==> src/rtl/datapath_pipe_if.sv <==
// Issue-side bundle between the control unit and datapath_pipe, plus the
// bypassed read ports and the writeback-stage outputs.
interface datapath_pipe_if #(
   parameter int DATA_W    = 8,
   parameter int REG_COUNT = 16
);
   localparam int ADDR_W = $clog2(REG_COUNT);

   logic              issue_valid;
   logic              issue_ready;
   logic [2:0]        alu_opcode;
   logic [ADDR_W-1:0] ra_addr;
   logic [ADDR_W-1:0] rb_addr;
   logic [ADDR_W-1:0] write_addr;
   logic              write_en;
   logic              is_load;
   logic              imm_flag;
   logic [DATA_W-1:0] imm_data;
   logic [DATA_W-1:0] ram_data;
   logic [DATA_W-1:0] read_a;
   logic [DATA_W-1:0] read_b;
   logic [DATA_W-1:0] alu_out;
   logic              alu_zero;
   logic              alu_carry;
   logic              wb_valid;

   modport master (
      output issue_valid, alu_opcode, ra_addr, rb_addr, write_addr, write_en,
             is_load, imm_flag, imm_data, ram_data,
      input  issue_ready, read_a, read_b, alu_out, alu_zero, alu_carry, wb_valid
   );

   modport slave (
      input  issue_valid, alu_opcode, ra_addr, rb_addr, write_addr, write_en,
             is_load, imm_flag, imm_data, ram_data,
      output issue_ready, read_a, read_b, alu_out, alu_zero, alu_carry, wb_valid
   );
endinterface

==> src/rtl/datapath_pipe.sv <==
// Two-stage datapath: register file with writeback bypass, 8-op ALU, and a
// one-bit-per-cycle sequencer for multi-bit SHL/SHR.
module datapath_pipe #(
   parameter int DATA_W    = 8,
   parameter int REG_COUNT = 16
) (
   input  logic           clk,
   input  logic           rst,
   datapath_pipe_if.slave bus
);
   localparam int ADDR_W = $clog2(REG_COUNT);
   localparam int CNT_W  = $clog2(DATA_W);

   typedef enum logic {S_IDLE, S_SHIFT} state_e;
   typedef enum logic [2:0] {
      OP_ADD, OP_SUB, OP_AND, OP_OR, OP_XOR, OP_NOT, OP_SHL, OP_SHR
   } op_e;

   state_e            state_q, state_d;
   logic [DATA_W-1:0] regs_q [REG_COUNT];
   logic [DATA_W-1:0] regs_d [REG_COUNT];
   logic [DATA_W-1:0] alu_out_q, alu_out_d;
   logic              zero_q, zero_d;
   logic              carry_q, carry_d;
   logic              wb_valid_q, wb_valid_d;
   logic [ADDR_W-1:0] wb_addr_q, wb_addr_d;
   logic              wb_we_q, wb_we_d;
   logic [DATA_W-1:0] sh_val_q, sh_val_d;
   logic              sh_left_q, sh_left_d;
   logic [CNT_W-1:0]  sh_cnt_q, sh_cnt_d;
   logic [ADDR_W-1:0] sh_addr_q, sh_addr_d;
   logic              sh_we_q, sh_we_d;

   op_e               op;
   logic              is_shift;
   logic              wb_fwd;
   logic [DATA_W-1:0] read_a_w, read_b_w, b_op;
   logic [CNT_W-1:0]  shift_n;
   logic [DATA_W:0]   sum;
   logic [DATA_W-1:0] alu_res;
   logic              alu_c;
   logic [DATA_W-1:0] sh_next;
   logic              sh_out;

   assign op       = op_e'(bus.alu_opcode);
   assign is_shift = (op == OP_SHL) || (op == OP_SHR);

   // The value sitting in WB is not yet in the array, so reads forward it.
   assign wb_fwd   = wb_valid_q && wb_we_q;
   assign read_a_w = (wb_fwd && wb_addr_q == bus.ra_addr) ? alu_out_q : regs_q[bus.ra_addr];
   assign read_b_w = (wb_fwd && wb_addr_q == bus.rb_addr) ? alu_out_q : regs_q[bus.rb_addr];
   assign b_op     = bus.imm_flag ? bus.imm_data : read_b_w;
   assign shift_n  = CNT_W'(b_op % DATA_W'(DATA_W));

   assign sh_next = sh_left_q ? {sh_val_q[DATA_W-2:0], 1'b0} : {1'b0, sh_val_q[DATA_W-1:1]};
   assign sh_out  = sh_left_q ? sh_val_q[DATA_W-1] : sh_val_q[0];

   // NOTE: every output of a combinational block gets a default before the
   // case, otherwise an unassigned path infers a latch.
   always_comb begin
      sum     = {1'b0, read_a_w} + {1'b0, b_op};
      alu_res = read_a_w;
      alu_c   = 1'b0;
      case (op)
         OP_ADD:  {alu_c, alu_res} = sum;
         OP_SUB:  begin
                     alu_res = read_a_w - b_op;
                     alu_c   = read_a_w < b_op;
                  end
         OP_AND:  alu_res = read_a_w & b_op;
         OP_OR:   alu_res = read_a_w | b_op;
         OP_XOR:  alu_res = read_a_w ^ b_op;
         OP_NOT:  alu_res = ~read_a_w;
         default: alu_res = read_a_w;
      endcase
   end

   always_comb begin
      state_d    = state_q;
      regs_d     = regs_q;
      alu_out_d  = alu_out_q;
      zero_d     = zero_q;
      carry_d    = carry_q;
      wb_valid_d = 1'b0;
      wb_addr_d  = wb_addr_q;
      wb_we_d    = wb_we_q;
      sh_val_d   = sh_val_q;
      sh_left_d  = sh_left_q;
      sh_cnt_d   = sh_cnt_q;
      sh_addr_d  = sh_addr_q;
      sh_we_d    = sh_we_q;

      if (wb_fwd) regs_d[wb_addr_q] = alu_out_q;

      case (state_q)
         S_IDLE: if (bus.issue_valid) begin
            if (!bus.is_load && is_shift && shift_n != '0) begin
               sh_val_d  = read_a_w;
               sh_left_d = (op == OP_SHL);
               sh_cnt_d  = shift_n;
               sh_addr_d = bus.write_addr;
               sh_we_d   = bus.write_en;
               state_d   = S_SHIFT;
            end else begin
               wb_valid_d = 1'b1;
               wb_addr_d  = bus.write_addr;
               wb_we_d    = bus.write_en;
               if (bus.is_load) begin
                  alu_out_d = bus.ram_data;
               end else begin
                  alu_out_d = alu_res;
                  zero_d    = (alu_res == '0);
                  carry_d   = alu_c;
               end
            end
         end
         S_SHIFT: begin
            sh_val_d = sh_next;
            sh_cnt_d = sh_cnt_q - 1'b1;
            if (sh_cnt_q == CNT_W'(1)) begin
               state_d    = S_IDLE;
               wb_valid_d = 1'b1;
               wb_addr_d  = sh_addr_q;
               wb_we_d    = sh_we_q;
               alu_out_d  = sh_next;
               zero_d     = (sh_next == '0);
               carry_d    = sh_out;
            end
         end
         default: state_d = S_IDLE;
      endcase
   end

   // NOTE: non-blocking assignments for all state so every flop samples the
   // pre-edge value of its neighbours.
   always_ff @(posedge clk) begin
      if (rst) begin
         state_q    <= S_IDLE;
         // NOTE: the register file is architecturally cleared by reset, so it
         // is built from resettable flops rather than a RAM macro.
         regs_q     <= '{default: '0};
         alu_out_q  <= '0;
         zero_q     <= 1'b0;
         carry_q    <= 1'b0;
         wb_valid_q <= 1'b0;
         wb_addr_q  <= '0;
         wb_we_q    <= 1'b0;
         sh_val_q   <= '0;
         sh_left_q  <= 1'b0;
         sh_cnt_q   <= '0;
         sh_addr_q  <= '0;
         sh_we_q    <= 1'b0;
      end else begin
         state_q    <= state_d;
         regs_q     <= regs_d;
         alu_out_q  <= alu_out_d;
         zero_q     <= zero_d;
         carry_q    <= carry_d;
         wb_valid_q <= wb_valid_d;
         wb_addr_q  <= wb_addr_d;
         wb_we_q    <= wb_we_d;
         sh_val_q   <= sh_val_d;
         sh_left_q  <= sh_left_d;
         sh_cnt_q   <= sh_cnt_d;
         sh_addr_q  <= sh_addr_d;
         sh_we_q    <= sh_we_d;
      end
   end

   assign bus.issue_ready = (state_q == S_IDLE) && !rst;
   assign bus.read_a      = read_a_w;
   assign bus.read_b      = read_b_w;
   assign bus.alu_out     = alu_out_q;
   assign bus.alu_zero    = zero_q;
   assign bus.alu_carry   = carry_q;
   assign bus.wb_valid    = wb_valid_q;
endmodule

==> src/flat_wrapper.sv <==
// flat-port wrapper written by rule: the top's interface ports become plain ports
module datapath_pipe_flat 
#(
   parameter int DATA_W    = 8,
   parameter int REG_COUNT = 16
)
  (clk, rst, bus_issue_valid, bus_alu_opcode, bus_ra_addr, bus_rb_addr, bus_write_addr, bus_write_en, bus_is_load, bus_imm_flag, bus_imm_data, bus_ram_data, bus_issue_ready, bus_read_a, bus_read_b, bus_alu_out, bus_alu_zero, bus_alu_carry, bus_wb_valid);
  datapath_pipe_if #(.DATA_W(DATA_W), .REG_COUNT(REG_COUNT)) bus_i ();
  input  logic clk;
  input  logic rst;
  input wire logic [$bits(bus_i.issue_valid)-1:0] bus_issue_valid;
  input wire logic [$bits(bus_i.alu_opcode)-1:0] bus_alu_opcode;
  input wire logic [$bits(bus_i.ra_addr)-1:0] bus_ra_addr;
  input wire logic [$bits(bus_i.rb_addr)-1:0] bus_rb_addr;
  input wire logic [$bits(bus_i.write_addr)-1:0] bus_write_addr;
  input wire logic [$bits(bus_i.write_en)-1:0] bus_write_en;
  input wire logic [$bits(bus_i.is_load)-1:0] bus_is_load;
  input wire logic [$bits(bus_i.imm_flag)-1:0] bus_imm_flag;
  input wire logic [$bits(bus_i.imm_data)-1:0] bus_imm_data;
  input wire logic [$bits(bus_i.ram_data)-1:0] bus_ram_data;
  output wire logic [$bits(bus_i.issue_ready)-1:0] bus_issue_ready;
  output wire logic [$bits(bus_i.read_a)-1:0] bus_read_a;
  output wire logic [$bits(bus_i.read_b)-1:0] bus_read_b;
  output wire logic [$bits(bus_i.alu_out)-1:0] bus_alu_out;
  output wire logic [$bits(bus_i.alu_zero)-1:0] bus_alu_zero;
  output wire logic [$bits(bus_i.alu_carry)-1:0] bus_alu_carry;
  output wire logic [$bits(bus_i.wb_valid)-1:0] bus_wb_valid;
  assign bus_i.issue_valid = bus_issue_valid;
  assign bus_i.alu_opcode = bus_alu_opcode;
  assign bus_i.ra_addr = bus_ra_addr;
  assign bus_i.rb_addr = bus_rb_addr;
  assign bus_i.write_addr = bus_write_addr;
  assign bus_i.write_en = bus_write_en;
  assign bus_i.is_load = bus_is_load;
  assign bus_i.imm_flag = bus_imm_flag;
  assign bus_i.imm_data = bus_imm_data;
  assign bus_i.ram_data = bus_ram_data;
  assign bus_issue_ready = bus_i.issue_ready;
  assign bus_read_a = bus_i.read_a;
  assign bus_read_b = bus_i.read_b;
  assign bus_alu_out = bus_i.alu_out;
  assign bus_alu_zero = bus_i.alu_zero;
  assign bus_alu_carry = bus_i.alu_carry;
  assign bus_wb_valid = bus_i.wb_valid;
  datapath_pipe #(.DATA_W(DATA_W), .REG_COUNT(REG_COUNT)) u_core (.clk(clk), .rst(rst), .bus(bus_i));
endmodule
==> config.mk <==
export PLATFORM = sky130hd
export DESIGN_NAME = datapath_pipe_flat
export DESIGN_NICKNAME = d
export VERILOG_FILES = /design/src/rtl/datapath_pipe_if.sv /design/src/rtl/datapath_pipe.sv /design/src/flat_wrapper.sv
export SDC_FILE = /design/constraint.sdc
export NUM_CORES = 1
export LEC_CHECK = 0
export ABC_AREA = 0
export BUFFER_PORTS_ARGS = -buffer_cell sky130_fd_sc_hd__buf_4
export CORE_AREA = 2 2 140 142
export DETAILED_ROUTE_END_ITERATION = 10
export DIE_AREA = 0 0 142 144
export PLACE_DENSITY = 0.74
export SYNTH_ARGS = -nofsm -noshare
export SYNTH_HDL_FRONTEND = slang
export SYNTH_SLANG_ARGS = --single-unit
==> constraint.sdc <==
create_clock -name clk -period 4.6 [get_ports clk]
set_clock_uncertainty 0.15 [all_clocks]
set_input_delay 0.23 -clock clk [delete_from_list [all_inputs] [get_ports clk]]
set_output_delay 0.23 -clock clk [all_outputs]
set_load 0.01 [all_outputs]
# After elaboration in Yosys (flattened, before gate mapping)
# Cells that the tools add are included.
[word_totals]
reg_bits = 162
in_bits = 37
word_cells = 130
[classes]
add_sub_neg = 3
n_lt_le_gt_ge = 5
eq_ne = 15
mux = 53
n_bitwise = 8
n_reduce_logical = 18
[ops]
columns = ["op", "count"]
rows = [
  ["$bwmux W128", 1],
  ["$mux W8", 15],
  ["$bmux W8 S4", 2],
  ["$pmux W8 S6", 1],
  ["$demux W8 S4", 1],
  ["$pmux W8 S2", 2],
  ["$mux W1", 18],
  ["$logic_not A8 Y1", 2],
  ["$ge A5 B5 Y1 const B", 3],
  ["$not A4 Y5", 3],
  ["$eq A3 B3 Y1 const B", 4],
  ["$mux W4", 3],
  ["$pmux W1 S2", 6],
  ["$add A8 B8 Y9", 1],
  ["$and A8 B8 Y8", 1],
  ["$eq A4 B4 Y1", 2],
  ["$lt A8 B8 Y1", 1],
  ["$ne A2 B2 Y1 const B", 4],
  ["$not A8 Y8", 1],
  ["$or A8 B8 Y8", 1],
  ["$pmux W4 S2", 1],
  ["$sub A8 B8 Y8", 1],
  ["$xor A8 B8 Y8", 1],
  ["$logic_and A1 B1 Y1", 7],
  ["15 further kinds", 20],
]

# Logic depth before layout (Yosys ltp)
# Gate-level depths: netlist of the first run.
[logic_depth]
depth_word = 13
mapped_depth = 20

# Least setup slack after synthesis of the first run
# No wires, ideal clock.
[synth_timing]
path_kind = "input to register"
from = "input bus_rb_addr[1]"
to = "register u_core.zero_q, in the netlist u_core.bus.alu_zero"
setup_ns = 0.088
t_arrival_ns = 4.615
t_required_ns = 4.362
path_slack_ns = -0.254
path_stages = 18
path_cell_list = "buf_2 -> clkbuf_1 -> clkbuf_1 -> mux4_2 -> mux4_2 -> mux2_2 -> mux2i_1 -> ha_1 -> buf_2 -> nor3_1 -> a211o_1 -> a221o_1 -> nor3_1 -> a22oi_2 -> or4_1 -> nor2_1 -> nand4_1 -> a311oi_2"
[synth_via]
elab_chain_len = 13
elab_cells_between_ends = 23
[synth_rtl]
columns = ["item", "line", "text"]
rows = [
  ["start: declaration", "flat_wrapper.sv:14", "input wire logic [$bits(bus_i.rb_addr)-1:0] bus_rb_addr;"],
  ["$not A4 Y5 (implied by the code)", "datapath_pipe.sv:51", "assign read_b_w = (wb_fwd && wb_addr_q == bus.rb_addr) ? alu_out_q : regs_q[bus.rb_addr];"],
  ["$bmux W8 S4", "datapath_pipe.sv:51", ""],
  ["$mux W8 (implied by the code) (2 in series)", "datapath_pipe.sv:51", ""],
  ["$mux W8 (*)", "datapath_pipe.sv:51", ""],
  ["via bus_read_b[3]", "flat_wrapper.sv:23", "output wire logic [$bits(bus_i.read_b)-1:0] bus_read_b;"],
  ["$mux W8 (*)", "datapath_pipe.sv:52", "assign b_op = bus.imm_flag ? bus.imm_data : read_b_w;"],
  ["$sub A8 B8 Y8 (tied with other cells)", "datapath_pipe.sv:67", "alu_res = read_a_w - b_op;"],
  ["$pmux W8 S6 (*)", "datapath_pipe.sv:64", "case (op)"],
  ["$logic_not A8 Y1 (*)", "datapath_pipe.sv:112", "zero_d = (alu_res == '0);"],
  ["$mux W1 (*)", "datapath_pipe.sv:108", "if (bus.is_load) begin"],
  ["$mux W1 (*)", "datapath_pipe.sv:97", "if (!bus.is_load && is_shift && shift_n != '0) begin"],
  ["$mux W1 (*)", "datapath_pipe.sv:96", "S_IDLE: if (bus.issue_valid) begin"],
  ["$pmux W1 S2 (*)", "datapath_pipe.sv:95", "case (state_q)"],
  ["end signal: assignment", "datapath_pipe.sv:157", "zero_q <= zero_d;"],
  ["end: declaration", "datapath_pipe.sv:23", "logic zero_q, zero_d;"],
]
# The timed path passes the listed nets; every way through them passes the cells marked *. The select of a mux whose other input is x is not followed.
# A chain may end at the register's enable or synchronous reset.

# Final worst setup path of the first run
[layout_timing]
from = "register u_core.regs_q[74] (netlist name)"
to = "register u_core.zero_q, in the netlist u_core.bus.alu_zero"
[layout_via]
elab_chain_len = 12
elab_cells_between_ends = 25
[layout_rtl]
columns = ["item", "line", "text"]
rows = [
  ["start: declaration", "datapath_pipe.sv:20", "logic [DATA_W-1:0] regs_q [REG_COUNT];"],
  ["start signal: assignment", "datapath_pipe.sv:155", "regs_q <= regs_d;"],
  ["$bmux W8 S4", "datapath_pipe.sv:51", ""],
  ["$mux W8 (implied by the code) (2 in series)", "datapath_pipe.sv:51", ""],
  ["$mux W8", "datapath_pipe.sv:51", ""],
  ["$mux W8", "datapath_pipe.sv:52", ""],
  ["$sub A8 B8 Y8 (tied with other cells)", "datapath_pipe.sv:67", ""],
  ["$pmux W8 S6", "datapath_pipe.sv:64", ""],
  ["$logic_not A8 Y1", "datapath_pipe.sv:112", ""],
  ["$mux W1", "datapath_pipe.sv:108", ""],
  ["$mux W1", "datapath_pipe.sv:97", ""],
  ["$mux W1", "datapath_pipe.sv:96", ""],
  ["$pmux W1 S2", "datapath_pipe.sv:95", ""],
]
# Several ways; a longest one is shown, not always the timed one. The select of a mux whose other input is x is not followed.

==> results of run 1 <==
==> synthesized netlist by cell type (all sizes together) (3+ instances only) <==
| library cell | number |
|---|---|
| o2bb2ai | 3 |
| nand2 | 65 |
| inv | 33 |
| mux2 | 12 |
| a221oi | 3 |
| or4 | 4 |
| a21oi | 70 |
| mux4 | 69 |
| and2 | 4 |
| o221ai | 3 |
| nand4 | 3 |
| nand3b | 3 |
| nor2b | 10 |
| dfxtp | 162 |
| o211ai | 4 |
| nor3 | 16 |
| nand3 | 24 |
| mux2i | 126 |
| a22oi | 16 |
| a31oi | 5 |
| o31ai | 3 |
| a211oi | 14 |
| ha | 27 |
| o22ai | 10 |
| nand2b | 7 |
| nor2 | 167 |
| xnor2 | 4 |
| xor2 | 9 |
| buf | 30 |
| clkbuf | 61 |
| o21ai | 62 |
| a211o | 3 |
==> layer usage <==
metal  global-route usage  share of wire  vias up
met5                    0              0        -
met4                0.171          0.049        0
met3               0.0543          0.093      101
met2                0.506           0.47      554
met1                0.406           0.38     4469
li1                     -              -     4087
==> worst min-delay path by stage <==
stage / start / endpoint / slack, ps / depth (start not counted)
3_5_place_dp: u_core.regs_q[65] / u_core.regs_q[65] / 330 / 2
6_report: bus_ram_data[6] / u_core.bus.alu_out[6] / 50 / 4
4_1_cts: bus_ram_data[6] / u_core.bus.alu_out[6] / 40 / 4
2_1_floorplan: bus_write_addr[0] / u_core.sh_addr_q[0] / 230 / 2
3_3_place_gp: u_core.regs_q[35] / u_core.regs_q[35] / 320 / 2
5_1_grt: bus_ram_data[6] / u_core.bus.alu_out[6] / 80 / 4
==> area by class of cell <==
cell class / instances / area (um2)
repair buffers: 169 / 1320
clock inverters: 12 / 121
clock buffers: 20 / 457
fillers: 1591 / 7220
flip-flops and latches: 162 / 3240
well taps: 238 / 298
inverters: 33 / 124
multi-input cells: 785 / 6300
==> power breakdown <==
group	internal, mW	switching, mW
registers	1.42	0.0204
logic	0.180	0.260
clock network	0.786	0.618
total	2.38	0.899
==> worst reg2reg max path, cell delays in order (launching register included) <==
cell	delay, ps
dfxtp_1	340
mux4_2	490
a22oi_1	200
nand3_1	150
mux2_2	320
mux2_2	280
inv_1	80
ha_1	270
buf_4	170
nor3_1	270
nor3_1	110
a211o_1	300
a31oi_1	190
mux2i_1	130
or4_1	420
nor2_1	100
nand4_1	110
a311oi_2	300
==> cell families (layout without fill, tap and decap cells) <==
| logic type | Yosys count | in the layout | synth area share |
|---|---|---|---|
| simple gates | 313 | 313 | 0.135 |
| compound gates | 223 | 223 | 0.139 |
| mux | 207 | 207 | 0.296 |
| flops | 162 | 162 | 0.321 |
| buf+inv | 124 | 234 | 0.0603 |
| fa+ha+maj | 29 | 29 | 0.0375 |
| xor+xnor | 13 | 13 | 0.0113 |
==> placed cells by master, fill, tap and decap left out, drive strengths merged, types with 16 or more instances in the layout <==
master,netlist,final
clkbuf,61,20
buf,30,164
inv,33,38
nor3,16,16
nor2,167,167
mux2i,126,126
dfxtp,162,162
a21oi,70,70
nand3,24,24
a22oi,16,16
mux4,69,69
ha,27,27
o21ai,62,62
nand2,65,65
==> sequential cells by signal, indices dropped and copies added, names as in the netlist, 3 cells and up <==
signal	flops
u_core.sh_val_q	8
u_core.bus.alu_out	8
u_core.regs_q	128
u_core.wb_addr_q	4
u_core.sh_cnt_q	3
u_core.sh_addr_q	4
==> what timing repair did <==
action | 4_1_cts | 5_1_grt
buffers inserted | 0 | 1
setup endpoints to repair | 1 | 3
hold buffers | 5 | 0
resized for setup | 1 | 12
pin swaps | 0 | 5
endpoints found under the hold margin | 5 | 0
==> per-stage QoR <==
step	setup slack, ps	utilization	setup TNS (ps)	std cells	hold WS [ps]
floorplan	59.4	-	0	1071	227
global placement	-102	0.586	-147	1381	322
detailed placement	-177	0.586	-293	1381	327
CTS	8.42	0.619	0	1418	38.0
global route	0.579	0.622	0	1419	77.3
finish	118	0.622	0	1419	49.0
==> results.md, run 1 <==
- Status: completed
- Vias: 9211
- Post-synth top flop: dfxtp_1
- Core ar.: 0.0191 mm2
- Worst Max-Slew Pin Slew: 1270 ps
- Clk buf depth: 2
- Crit-path leading delay family: multiplexers
- Buffers added on ports: 64
- Nets: 1234
- RR Endpoint: u_core.bus.alu_zero
- Worst-path fanout max: 4
- Hpwl dp: 22100 um
- DR DRC count: 0
- Setup Viol. Count Final: 0
- Routability cong.: 0.939
- Kind of critical path: flop to flop
- CTS H-tree depth: 4
- Mean post-synth cell area: 9.42 um2
- ANT nets after route: 0
- Die area: 0.0204 mm2
- Largest net degree at the start of global routing: 116
- CTS tree: built
- Worst-case reg-to-reg path depth: 17
- Num CTS Buffers: 17
- Antenna violations before repair: 0
- CP endpoint kind: flop
- Number of flops mapped to enable cells by yosys: 0
- Clock sink count: 162
- Max_cap viols: 0
- Total power: 3.28 mW
- Row count: 51
- DRT Wirelength: 31500 um
- Cell Chain, Critical Path: mux4_2 > a22oi_1 > nand3_1 > mux2_2 > mux2_2 > inv_1 > ha_1 > buf_4 > nor3_1 > nor3_1 > a211o_1 > a31oi_1 > mux2i_1 > or4_1 > nor2_1 > nand4_1 > a311oi_2
- Critical path destination: u_core.bus.alu_zero
- Number of diodes: 0
- Worst setup SP type: flop
- Global-route wire length before repair: 49300 um
- Post-synthesis cell count: 1071
- Total Routing Usage GR: 0.315
- Slew Limit Headroom: 0.151
- Crit. Startpoint: u_core.regs_q[74]
- RSZ-0062 raised after global routing: no
- Hold Fails Final Rpt: 0
- Crit-path max cell delay: 490 ps
- Leading area contributor after synthesis: dfxtp_1
- Initial Util: 0.529
- Iteration-0 DRC Markers: 1105
- Synthesis Warnings: 0
- Worst vdd ir: 235 uV
- Pleak: 4.87 nW
- Total gr overflow: 0
- Top post-synthesis cells by area: dfxtp_1 32%, mux4_2 14%, mux2i_1 12%, nor2_1 6.2%, a21oi_1 3.5%
- Area of the mapped netlist: 0.0101 mm2
- Area growth from synthesis to layout: 17.6%
- Top cell type's share of synthesized area: 0.321
- PD cells: 277 mW/mm2
- Clk Latency, worst-skew pair: 430 ps
- I/O Pins: 65
- First-pass DRT Iterations: 8
- Vias in the first global route: 8834
- Hold WC Path Type: input pin to flop
- Reg2Reg Setup Slack: 120 ps
- Fmax: 223 MHz
- Die span in y: 144 um
- Post-Syn Nets: 1137
- Vias/cell: 6.49
- Buf/Inv on CP: 2
- Clock root buffer: clkbuf_16
- Layout cell share with drive strength beyond 1: 0.251
- Ys async rst share: 0
- Final worst path period need: 4480 ps
- CP max stage cell: mux4_2
- DR WL/cell: 22.2 um
- Post-Place Cell Area: 0.0112 mm2
- Die Width: 142 um
- Critical path arrival: 4670 ps
- Netlist cell types: 78
- Critical path depth: 17
- Data required, critical path: 4790 ps
- Slew Limit Fails: 0
- Synth Register Bits: 162
- Tcrit/Tclk final: 0.974
- Finished Cell Area: 0.0119 mm2
- Worst R2R Start: u_core.regs_q[74]
- Clock transition at path regs: 70 ps
- Register area share after synthesis: 0.321
Note: power is estimated with default switching activity, not from simulation.
==> inputs of run 2 (changes only) <==
--- a/config.mk
+++ b/config.mk
@@ -7,10 +7,9 @@
 export LEC_CHECK = 0
 export ABC_AREA = 0
 export BUFFER_PORTS_ARGS = -buffer_cell sky130_fd_sc_hd__buf_4
-export CORE_AREA = 2 2 140 142
+export CORE_AREA = 2 2 173 175
 export DETAILED_ROUTE_END_ITERATION = 10
-export DIE_AREA = 0 0 142 144
-export PLACE_DENSITY = 0.74
+export DIE_AREA = 0 0 175 177
 export SYNTH_ARGS = -nofsm -noshare
 export SYNTH_HDL_FRONTEND = slang
 export SYNTH_SLANG_ARGS = --single-unit
==> run 2 against run 1 <==
Against the previous run: wire length up 4.2%; sequential share of layout area shrank 0.060 points; flip-flop and latch count did not move; sequential power barely moved; largest cell class unchanged; critical endpoint unchanged; power rose by 2.0%; global-route usage down 10 points; final area up 0.22%; worst hold slack got worse by 48 ps; first-iteration DRC count fell by 1.4%; critical path type unchanged.
==> results.md, run 2 (synthesized netlist as in run 1, its figures left out) <==
- Status: completed
- Worst vdd ir: 268 uV
- Pleak: 4.77 nW
- Initial Util: 0.345
- Slew Limit Headroom: 0.205
- Kind of critical path: flop to flop
- Clock transition at path regs: 70 ps
- RR Endpoint: u_core.bus.alu_zero
- PD cells: 281 mW/mm2
- Number of diodes: 0
- Max_cap viols: 0
- Routability cong.: 0.928
- Worst Max-Slew Pin Slew: 1190 ps
- Vias in the first global route: 8605
- Footprint of the multi-input gates: 0.00629 mm2
- First-pass DRT Iterations: 7
- Worst-case reg-to-reg path depth: 17
- Largest net degree at the start of global routing: 65
- Setup ws final: 118 ps
- ANT nets after route: 0
- Die span in y: 177 um
- CTS tree: built
- Hold Path Stages: 4
- Fmax: 223 MHz
- Worst slack, placed: -199 ps
- Clock sink count: 162
- Data required, critical path: 4790 ps
- Core ar.: 0.0292 mm2
- DRT Wirelength: 32800 um
- Nets: 1215
- Most frequent cells in the layout: 165 x nor2_1, 162 x dfxtp_1, 145 x buf_4
- CTS H-tree depth: 4
- Antenna violations before repair: 0
- Worst R2R Start: u_core.regs_q[64]
- Clock root buffer: clkbuf_16
- Non-filler cells, final: 1552
- Layout cell share with drive strength beyond 1: 0.238
- Worst setup SP type: flop
- Num CTS Buffers: 17
- Filler cells: 2850
- Final worst path period need: 4480 ps
- Critical path destination: u_core.bus.alu_zero
- Vias: 8853
- Dpl cells: 1512
- Hold WC Path Type: input pin to flop
- Area growth from synthesis to layout: 17.8%
- Hpwl dp: 23200 um
- DR DRC count: 0
- Global-route wire length before repair: 50600 um
- Tcrit/Tclk final: 0.974
- Hold Fails Final Rpt: 0
- Row count: 63
- Vias/cell: 5.70
- Worst-path fanout max: 3
- Finished Cell Area: 0.0119 mm2
- Buffers added on ports: 64
- Commonest non-fill, non-tap cell in the layout: nor2_1
- Iteration-0 DRC Markers: 1089
- I/O Pins: 65
- Post-Place Cell Area: 0.0112 mm2
- Slew Limit Fails: 0
- Die Width: 175 um
- Critical path arrival: 4680 ps
- Clk Latency, worst-skew pair: 430 ps
- Final hold slack: 0.957 ps
- CP endpoint kind: flop
- Die area: 0.0310 mm2
- Setup Viol. Count Final: 0
- DR WL/cell: 21.1 um
- Register Area: 0.00324 mm2
- Max FFs per register: 128
- RSZ-0062 raised after global routing: no
- Total Routing Usage GR: 0.212
- Total power: 3.35 mW
- Total gr overflow: 0
- Clk buf depth: 2
- Crit. Startpoint: u_core.regs_q[64]
- Largest register by flop count: u_core.regs_q
- Reg2Reg Setup Slack: 120 ps
[run 2: changes by cell type in the layout (fill, tap and decap cells not counted), sizes merged]
| cell | delta |
|---|---|
| inv | -3 |
| clkinvlp | +1 |
| clkbuf | +1 |
| clkinv | -1 |
| bufinv | +2 |
| buf | -19 |
[run 2: what timing repair did]
| item | 4_1_cts | 5_1_grt |
|---|---|---|
| gates resized for setup | 2 | 11 |
| setup endpoints to repair | 1 | 3 |
| endpoints found under the hold margin | 5 | 0 |
| hold buffers | 5 | 0 |
| pin swaps | 1 | 4 |
| setup buffers | 0 | 3 |
[run 2: critical path: stages, from the launching register on]
cell and delay (ps):
dfxtp_1 330, mux4_2 480, a22oi_2 200, nand3_2 130, mux2_4 290, mux2i_2 180
inv_1 90, ha_2 190, fa_2 350, a21o_1 220, a21oi_2 150, mux2_2 360
nor3_4 180, a22oi_2 80, or4_1 480, nor2_1 100, nand4_1 110, a311oi_2 300
[run 2: per-layer routing]
metal / track usage / up-vias / part of all wire / wire, um
li1: - / 4057 / - / -
met1: 0.280 / 4389 / 0.43 / 14200
met2: 0.352 / 352 / 0.47 / 15600
met3: 0.0384 / 55 / 0.069 / 2260
met4: 0.0667 / 0 / 0.024 / 797
met5: 0 / - / 0 / 0
[run 2: area by class of cell]
cell class	instances	share of cell area
clock buffer	21	0.0379
clock inverter	11	0.0128
inverter	33	0.0104
multi-input combinational	785	0.529
sequential	162	0.273
tap	390	0.0410
timing repair buffer	150	0.0958
[run 2: where the power goes]
group / internal, mW / switching [mW] / total, mW
Sequential: 1.42 / 0.0211 / 1.44
Combinational: 0.167 / 0.262 / 0.429
Clock: 0.873 / 0.605 / 1.48
[run 2: per-stage QoR]
step / setup TNS, ps / util
global placement: -118 / 0.382
CTS: 0 / 0.404
global route: 0 / 0.407
detailed placement: -285 / 0.382
finish: 0 / 0.407
floorplan: 0 / -
[run 2: worst min-delay path by stage]
stage | startpoint | end | slack (ps)
final | bus_ram_data[6] | u_core.bus.alu_out[6] | 1
after global routing | bus_ram_data[6] | u_core.bus.alu_out[6] | 50
after CTS | bus_ram_data[6] | u_core.bus.alu_out[6] | 0.3
after detailed placement | u_core.regs_q[83] | u_core.regs_q[83] | 330
after global placement | u_core.sh_addr_q[0] | u_core.sh_addr_q[0] | 320
after floorplan | bus_write_addr[0] | u_core.sh_addr_q[0] | 230
==> inputs of run 3 (changes only) <==
--- a/config.mk
+++ b/config.mk
@@ -10,6 +10,7 @@
 export CORE_AREA = 2 2 173 175
 export DETAILED_ROUTE_END_ITERATION = 10
 export DIE_AREA = 0 0 175 177
+export RECOVER_POWER = 100
 export SYNTH_ARGS = -nofsm -noshare
 export SYNTH_HDL_FRONTEND = slang
 export SYNTH_SLANG_ARGS = --single-unit
==> run 3 against run 2 <==
Against the previous run: global-route usage did not move; final area is 0.90% lower; count of clock-buffer cells in the layout is the same; sequential share of layout area rose by 0.25 points; worst hold slack about the same; die area stayed put; non-clock buffer count unchanged; register-to-register slack improved by 30 ps; utilization shrank 0.37 points; critical endpoint unchanged; largest power group unchanged.
==> results.md, run 3 (synthesized netlist as in run 1, its figures left out) <==
- Status: completed
- Kind of critical path: flop to flop
- Final worst path period need: 4450 ps
- Worst-path fanout max: 3
- Clock root buffer: clkbuf_16
- Clk buf depth: 2
- Area growth from synthesis to layout: 16.8%
- Max_cap viols: 0
- Max Used Layer: met4
- RSZ-0062 raised after global routing: no
- Most frequent cells in the layout: 166 x nor2_1, 162 x dfxtp_1, 124 x mux2i_1
- Die span in y: 177 um
- Crit. Startpoint: u_core.regs_q[64]
- Sequential power share: 0.431
- Data required, critical path: 4800 ps
- Die Width: 175 um
- P_sw: 0.883 mW
- Layout cell share with drive strength beyond 1: 0.212
- Worst vdd ir: 268 uV
- Hpwl dp: 23200 um
- RR Endpoint: u_core.bus.alu_zero
- Buf/Inv on CP: 1
- Critical path arrival: 4650 ps
- Nets: 1215
- Num CTS Buffers: 17
- Worst R2R Start: u_core.regs_q[64]
- Vias in the first global route: 8605
- ANT nets after route: 0
- Vias: 8912
- Max FFs per register: 128
- Clock share of power: 0.443
- Fmax: 225 MHz
- Total power: 3.33 mW
- Internal: 2.45 mW
- Clock sink count: 162
- Sw Share: 0.265
- Initial Util: 0.345
- Crit-path max cell delay: 480 ps
- Critical path depth: 17
- PD cells: 283 mW/mm2
- CTS tree: built
- CP max stage cell: mux4_2
- Slew Limit Headroom: 0.204
- Critical path destination: u_core.bus.alu_zero
- Core ar.: 0.0292 mm2
- Setup Viol. Count Final: 0
- M1 wire length: 13700 um
- DR WL/cell: 21.1 um
- Routability cong.: 0.928
- WL met2: 15600 um
- Final Util: 0.403
- Slew Limit Fails: 0
- Clk Latency, worst-skew pair: 430 ps
- Total Routing Usage GR: 0.212
- I/O Pins: 65
- Cell Chain, Critical Path: mux4_2 > a22oi_2 > nand3_2 > mux2_4 > mux2i_2 > inv_1 > ha_2 > fa_2 > a21o_1 > a21oi_2 > mux2_2 > nor3_4 > a22oi_2 > or4_1 > nor2_1 > nand4_1 > a311oi_2
- Total gr overflow: 0
- Buffers added on ports: 64
- CTS H-tree depth: 4
- Antenna violations before repair: 0
- Most used cell, CP: a22oi_2
- Comb pwr share: 0.126
- WL met3: 2600 um
- Row count: 63
- Tcrit/Tclk final: 0.968
- Clock transition at path regs: 70 ps
- Iteration-0 DRC Markers: 1048
- Pleak: 4.68 nW
- Hold WC Path Type: input pin to flop
- Largest net degree at the start of global routing: 65
- Crit-path leading delay family: multiplexers
- Vias/cell: 5.74
- DR DRC count: 0
- Commonest non-fill, non-tap cell in the layout: nor2_1
- Die area: 0.0310 mm2
- Worst-case reg-to-reg path depth: 17
- DRT Wirelength: 32700 um
- First-pass DRT Iterations: 7
- Worst Max-Slew Pin Slew: 1190 ps
- Hold Fails Final Rpt: 0
- Filler cells: 2877
- CP endpoint kind: flop
- Reg2Reg Setup Slack: 150 ps
- Number of diodes: 0
- Hold Path Stages: 4
- Global-route wire length before repair: 50600 um
- Worst setup SP type: flop
- Largest register by flop count: u_core.regs_q
==> run 3: cell count changes in the layout (fill, tap and decap cells not counted), moves of 2 or more <==
| cell | change |
|---|---|
| buf_4 | -23 |
| mux2_1 | +2 |
| mux2_2 | -2 |
| clkbuf_1 | +23 |
==> run 3: repair_timing <==
action,in CTS,in global routing
resized for setup,2,11
setup endpoints to repair,1,3
buffers inserted,0,3
hold endpoints to repair,5,0
hold buffers,5,0
cloned,0,0
pin swaps,1,4
==> run 3: layout make-up <==
type	instances	area, um2	area share
Timing Repair Buffer	150	1050	0.0893
Multi-Input combinational cell	785	6270	0.532
Sequential cell	162	3240	0.275
Inverter	33	124	0.0105
Tap cell	390	488	0.0414
Clock inverter	11	153	0.0130
Clock buffer	21	450	0.0382
==> run 3: worst register-to-register path: cells and delay by family (launching register included) <==
kind,cells,cell delay (ps)
AO/OA/AOI/OAI,5,930
adder cells (fa/ha/maj),2,540
buffers and inverters,1,90
flip-flops,1,320
multiplexers,4,1320
AND/OR/NAND/NOR,5,1000
==> run 3: worst min-delay path by stage <==
stage	slack (ps)	endpoint	from
2_1_floorplan	230	u_core.sh_addr_q[0]	bus_write_addr[0]
3_3_place_gp	320	u_core.sh_addr_q[0]	u_core.sh_addr_q[0]
3_5_place_dp	330	u_core.regs_q[83]	u_core.regs_q[83]
4_1_cts	0.3	u_core.bus.alu_out[6]	bus_ram_data[6]
5_1_grt	50	u_core.bus.alu_out[6]	bus_ram_data[6]
6_report	0.8	u_core.bus.alu_out[6]	bus_ram_data[6]
==> run 3: metrics by stage <==
stage / hold WS, ps / setup WS, ps / instance area [um2] / setup TNS [ps] / std cells
2_1_floorplan: 227 / 59.4 / 10100 / 0 / 1071
3_3_place_gp: 323 / -118 / 11200 / -118 / 1512
3_5_place_dp: 333 / -199 / 11200 / -285 / 1512
4_1_cts: 0.266 / 3.42 / 11800 / 0 / 1549
5_1_grt: 51.5 / 6.68 / 11800 / 0 / 1552
6_report: 0.846 / 147 / 11800 / 0 / 1552
==> run 3: layer usage <==
metal | vias to the layer above | global-route usage
met1 | 4409 | 0.280
met2 | 393 | 0.352
li1 | 4057 | -
met4 | 0 | 0.0667
met5 | - | 0
met3 | 53 | 0.0384
==> run 3: power groups by stage <==
stage / clock network (mW) / registers, mW / logic (mW)
6_report: 1.48 / 1.44 / 0.420
5_1_grt: 1.55 / 1.44 / 0.450
4_1_cts: 1.49 / 1.44 / 0.421
3_5_place_dp: 0 / 1.47 / 0.416
3_3_place_gp: 0 / 1.47 / 0.413
2_1_floorplan: 0 / 1.46 / 0.275
